### src/rtl/microsequencer_pkg.sv
// Shared microcode types, state constants and ROM contents for the control-unit sequencer.
package arm_ctrl_pkg;

    localparam int STATE_W = 7;
    localparam int CTRL_W  = 40;

    localparam logic [STATE_W-1:0] ST_RESET      = 7'd0;
    localparam logic [STATE_W-1:0] ST_FETCH      = 7'd1;
    localparam logic [STATE_W-1:0] ST_FETCH_WAIT = 7'd2;
    localparam logic [STATE_W-1:0] ST_DECODE     = 7'd3;
    localparam logic [STATE_W-1:0] ST_UNDEF      = 7'd91;

    typedef enum logic [1:0] {
        NS_INC   = 2'd0,
        NS_JMP   = 2'd1,
        NS_FETCH = 2'd2,
        NS_DISP  = 2'd3
    } ns_sel_t;

    typedef struct packed {
        ns_sel_t             ns_sel;
        logic                wait_st;
        logic [STATE_W-1:0]  jmp;
        logic [CTRL_W-1:0]   ctrl;
    } microword_t;

    function automatic microword_t mk_word(input ns_sel_t sel, input logic wt,
                                           input logic [STATE_W-1:0] jmp,
                                           input logic [CTRL_W-1:0] ctrl);
        microword_t w;
        w.ns_sel  = sel;
        w.wait_st = wt;
        w.jmp     = jmp;
        w.ctrl    = ctrl;
        return w;
    endfunction

    // Unlisted addresses fall back to an inert word that returns to fetch.
    function automatic microword_t rom_lookup(input logic [STATE_W-1:0] addr);
        microword_t w;
        w = mk_word(NS_FETCH, 1'b0, '0, '0);
        case (addr)
            7'd0:   w = mk_word(NS_INC,   1'b0, '0,    40'h00_0000_0000);
            7'd1:   w = mk_word(NS_INC,   1'b0, '0,    40'h00_0000_0011);
            7'd2:   w = mk_word(NS_INC,   1'b1, '0,    40'h00_0000_0120);
            7'd3:   w = mk_word(NS_DISP,  1'b0, '0,    40'h00_0000_1000);
            7'd16:  w = mk_word(NS_INC,   1'b0, '0,    40'h00_0001_0016);
            7'd17:  w = mk_word(NS_FETCH, 1'b0, '0,    40'h00_0002_0017);
            7'd32:  w = mk_word(NS_INC,   1'b0, '0,    40'h00_0010_0032);
            7'd33:  w = mk_word(NS_INC,   1'b1, '0,    40'h00_0020_0033);
            7'd34:  w = mk_word(NS_FETCH, 1'b0, '0,    40'h00_0040_0034);
            7'd43:  w = mk_word(NS_INC,   1'b0, '0,    40'hA5_0000_0043);
            7'd44:  w = mk_word(NS_INC,   1'b1, '0,    40'h00_0C00_0044);
            7'd45:  w = mk_word(NS_FETCH, 1'b0, '0,    40'h00_0000_0345);
            7'd48:  w = mk_word(NS_JMP,   1'b0, 7'd16, 40'h00_0100_0048);
            7'd91:  w = mk_word(NS_FETCH, 1'b0, '0,    40'h80_0000_0091);
            7'd127: w = mk_word(NS_INC,   1'b0, '0,    40'h00_0000_007F);
            default: ;
        endcase
        return w;
    endfunction

endpackage

### src/rtl/microsequencer_ctrl_rom.sv
// Combinational microword lookup; contents live in arm_ctrl_pkg::rom_lookup.
module ctrl_rom
    import arm_ctrl_pkg::*;
(
    input  logic [STATE_W-1:0] addr,
    output microword_t         word
);

    assign word = rom_lookup(addr);

endmodule

### src/rtl/microsequencer.sv
// Microsequencer: state register, next-state mux and MOC wait handling.
// Optional MOC timeout watchdog enabled by defining SEQ_MOC_TIMEOUT_EN.
module microsequencer
    import arm_ctrl_pkg::*;
#(
    parameter logic [STATE_W-1:0] FETCH_STATE = 7'd1,
    parameter int                 TIMEOUT_CYC = 16
) (
    input  logic               clk,
    input  logic               reset,
    input  logic [STATE_W-1:0] enc_state,
    input  logic               cond_pass,
    input  logic               moc,
    output logic [STATE_W-1:0] state_out,
    output logic [CTRL_W-1:0]  ctrl_word,
    output logic               mem_req,
    output logic               undef_pulse,
    output logic               timeout_err
);

    // The word for the current state is registered with the state, so its
    // ctrl, wait and sequencing fields are always aligned with state_out.
    logic [STATE_W-1:0] state_q, state_d, sel_state;
    microword_t         mw_q, mw_d;
    logic               undef_q, undef_d;
    logic               advance;
    logic               to_hit;

    ctrl_rom u_rom (
        .addr (state_d),
        .word (mw_d)
    );

    always_comb begin
        sel_state = FETCH_STATE;
        case (mw_q.ns_sel)
            NS_INC:   sel_state = state_q + 7'd1;
            NS_JMP:   sel_state = mw_q.jmp;
            NS_FETCH: sel_state = FETCH_STATE;
            NS_DISP:  sel_state = (cond_pass && (enc_state != '0)) ? enc_state : FETCH_STATE;
            default:  sel_state = FETCH_STATE;
        endcase
    end

    assign advance = !mw_q.wait_st || moc;

`ifdef SEQ_MOC_TIMEOUT_EN
    localparam int CNT_W = $clog2(TIMEOUT_CYC + 1);

    logic [CNT_W-1:0] cnt_q, cnt_d;
    logic             terr_q, terr_d;

    // moc on the final count wins over the timeout
    assign to_hit = mw_q.wait_st && !moc && (cnt_q == CNT_W'(TIMEOUT_CYC - 1));

    always_comb begin
        cnt_d  = cnt_q;
        terr_d = terr_q | to_hit;
        if (advance || to_hit) begin
            cnt_d = '0;
        end else begin
            cnt_d = cnt_q + 1'b1;
        end
    end

    always_ff @(posedge clk) begin
        if (reset) begin
            cnt_q  <= '0;
            terr_q <= 1'b0;
        end else begin
            cnt_q  <= cnt_d;
            terr_q <= terr_d;
        end
    end

    assign timeout_err = terr_q;
`else
    assign to_hit      = 1'b0;
    assign timeout_err = 1'b0;
`endif

    always_comb begin
        state_d = state_q;
        if (to_hit) begin
            state_d = ST_RESET;
        end else if (advance) begin
            state_d = sel_state;
        end
        undef_d = (state_d == ST_UNDEF);
    end

    always_ff @(posedge clk) begin
        if (reset) begin
            state_q <= ST_RESET;
            mw_q    <= '0;
            undef_q <= 1'b0;
        end else begin
            state_q <= state_d;
            mw_q    <= mw_d;
            undef_q <= undef_d;
        end
    end

    assign state_out   = state_q;
    assign ctrl_word   = mw_q.ctrl;
    assign mem_req     = mw_q.wait_st;
    assign undef_pulse = undef_q;

endmodule

### config.mk
export PLATFORM = sky130hd
export DESIGN_NAME = microsequencer
export DESIGN_NICKNAME = d
export VERILOG_FILES = /design/src/rtl/microsequencer_pkg.sv /design/src/rtl/microsequencer_ctrl_rom.sv /design/src/rtl/microsequencer.sv
export SDC_FILE = /design/constraint.sdc
export NUM_CORES = 1
export LEC_CHECK = 0
export CAP_MARGIN = 20
export CORE_ASPECT_RATIO = 1.4
export CORE_MARGIN = 2
export CORE_UTILIZATION = 25
export CTS_CLUSTER_SIZE = 24
export DETAILED_ROUTE_END_ITERATION = 12
export GPL_TIMING_DRIVEN = 0
export PLACE_DENSITY = 0.6
export SLEW_MARGIN = 20
export SYNTH_ARGS = -nofsm -noshare
export SYNTH_HDL_FRONTEND = slang
export SYNTH_SLANG_ARGS = --single-unit
### constraint.sdc
create_clock -name clk -period 3.7 [get_ports clk]
set_input_delay 0.74 -clock clk [delete_from_list [all_inputs] [get_ports clk]]
set_output_delay 0.74 -clock clk [all_outputs]
set_load 0.01 [all_outputs]
==> impl_metrics.toml <==
[routing]
ant_nets = 0
wl_per_cell_um = 12.02
drc = 0
vias = 1624
drtPass1Iterations = 4
vias_per_cell = 4.342
drt_iter0_markers = 60
routed_wl_um = 4497

[placement]
port_buffers = 42
dp_hpwl_um = 3496
gp_congestion = 0.8758
post-place-ws_ns = 0.2457

[status]
run_status = "finished, final reports clean"

[sta]
tightest_slew_ns = 0.6889
fmax_mhz = 311.1
finalCritPeriodShare_pct = 86.87
slew_viol_final = 0
setup_slack_ns = 0.4858
fin_worst_skew_ns = 0.006144
fin_crit_ns = 3.214
relSlewSlack_pct = 54.07
setup_violations = 0
final_hold_viol_count = 0
setup_tns_ns = 0
rsz0062_at_grt = "false"

[layout]
seq_area_um2 = 620.6
drive_above_1_share_pct = 22.58
fillers = 752
antenna_cells = 0
nets = 290
multi_input_area_um2 = 884.6
syn_to_final_growth_pct = 38.20

[global_routing]
met1_usage_pct = 13.50
antenna_found_initial = 0
gr-usage-all-layers_pct = 12.16
grt_use_met2_pct = 19.63
grt_max_degree = 11
grt_overflow = 0
grt-busiest-layer = "met2"
grt_use_met3_pct = 1.841
grt_pass1_vias = 1599
grt_pass1_wl_um = 7314

[setup_path]
crit_required_ns = 3.91
r2r_cells = 9
path_buf_inv = 1
reg2reg_from = "state_out[0]"
cp_max_fo = 9
path_class = "input port to flip-flop"
worstSetupEndpointType = "flip-flop"
crit_path_max_incr_delay_ns = 0.56
r2r_setup_slack_ns = 0.86
slowest_stage = "a21oi_1"
cp_top_family = "compound AO/OA/AOI/OAI gates"
arrival_ns = 3.43
crit_chain = "clkdlybuf4s50_1 > nand2b_1 > mux2i_1 > a21oi_1 > nand4_1 > o22ai_2 > nor3_2 > a21oi_4 > a21boi_1"
worstReg2RegEnd = "ctrl_word[3]"
critPathLaunchType = "input port"

[clock_network]
cts-hold-fix-buffers = 0
cts_made_buffers = 5
cts_tree = "yes"
clk_latency_ns = 0.28
cts_buffer_depth = 2
cts.sinks = 31
post_cts_buffers = 0
htreeDepth = 2
cts.clk_slew.worst_paths_ns = 0.06
cts-root-buf = "clkbuf_8"
ctsResizeCount = 0

[power]
p_leak_nw = 1.035
powerDensity_mw_per_mm2 = 562.9
irDropWorstVdd_mv = 0.1825

[synthesis]
synth_edf_count = 0
synth_flop_cell = "dfxtp_1"
synth_area_leaders = "dfxtp_1 (35%), buf_4 (18%), nor2_1 (5.0%), nand2_1 (2.9%), nand4_1 (2.1%)"
synth_cell_types = 52
synth_common_cells = "buf_4 (43), dfxtp_1 (31), nor2_1 (24)"
synth-xor-area-share_pct = 0
synth-seq-area-share_pct = 34.64
synthArstFlopShare_pct = 0
yosys_warnings = 0
yosys.area_share.simple_pct = 24.30
synth_most_common_cell = "buf_4"
synth_fa_ha_area_share_pct = 0.6983
synth_top_area_share_pct = 34.64
avgSynthCellArea_um2 = 8.452
synth_top_family_by_area = "simple AND/OR/NAND/NOR gates"
synth_area_mm2 = 0.001792
ys_ff_latch = 31
syn-instance-count = 212
synth_compound_area_share_pct = 19.41
yosysTopAreaCell = "dfxtp_1"
synth.area.mux_share_pct = 1.187

[die]
pin_count = 61
die-area_mm2 = 0.007870
die_h_um = 104.2
core_area_mm2 = 0.006937
initial_core_util_pct = 25.83
fp-row-count = 36
die_x_um = 75.55

[worst_hold_path]
holdPathEnd = "state_out[6]"
whs_path_depth = 3
hold_path_class = "flip-flop to flip-flop"
hold_path_startpoint = "state_out[6]"

[flow_run]
cap_violations = 0
[tightest hold or removal path: stages (launching register included)]
cell and delay [ns]:
dfxtp_1 0.39, o211a_1 0.18, a211oi_2 0.07, nor2_1 0.08
[power by group]
group	internal [mW]	leakage, nW	total [mW]	switching [mW]
Sequential	0.386	0.251	0.429	0.0427
Combinational	0.305	0.742	0.709	0.404
Clock	0.132	0.0422	0.256	0.124
[cell families (layout without fill, tap and decap cells)]
logic type | Yosys count | in the layout
flops | 31 | 31
simple gates | 83 | 83
other cells | 1 | 18
mux | 2 | 2
compound gates | 44 | 44
buf+inv | 50 | 100
fa+ha+maj | 1 | 1
[stage by stage]
step	total power [mW]	cells	hold slack, ns	instance area, um2	utilization, %
final	1.394	374	0.7562	2476	35.70
after global routing	1.503	374	0.8394	2476	35.70
after CTS	1.399	374	0.7636	2476	35.70
after detailed placement	1.140	366	0.7481	2395	34.52
after global placement	1.136	366	0.7418	2395	34.52
after floorplan	0.9223	229	0.6977	1856	-
[final cells by class]
type | count | share of cell area [%]
plain buffers | 45 | 13.39
clock buffers | 7 | 3.082
clock inverters | 1 | 0.2021
inverters | 5 | 0.7580
multi-input cells | 148 | 35.73
flip-flops and latches | 31 | 25.06
well taps | 95 | 4.800
repair buffers | 42 | 16.98
[layout by cell type, fill, tap and decap left out, types with 5 or more instances in the layout]
cell type	count
nor3_1	7
nand3_1	6
o21a_1	5
inv_1	5
a21oi_1	7
dfxtp_1	31
nand4_1	6
nor2_1	24
clkdlybuf4s50_1	42
clkbuf_8	5
conb_1	18
nand2_1	14
buf_4	43
[registers in the layout (all words and copies together) (netlist names)]
signal,count
ctrl_word,20
mem_req,1
undef_pulse,1
mw_q,2
state_out,7
[worst max path at each step]
stage,start,endpoint,slack [ns],cells after the start
final,moc,ctrl_word[3],0.49,9
after global routing,moc,ctrl_word[5],0.20,9
after CTS,moc,ctrl_word[3],0.53,10
after detailed placement,moc,ctrl_word[3],0.25,10
after global placement,moc,ctrl_word[3],0.25,9
after floorplan,moc,ctrl_word[3],1.21,9
[routing by layer]
| metal | share of wire (%) | wire (um) |
|---|---|---|
| met1 | 38 | 1719 |
| met2 | 50 | 2256 |
| met3 | 5.8 | 261 |
| met4 | 5.8 | 260 |
| met5 | 0 | 0 |
(Power assumes the default switching activity.)
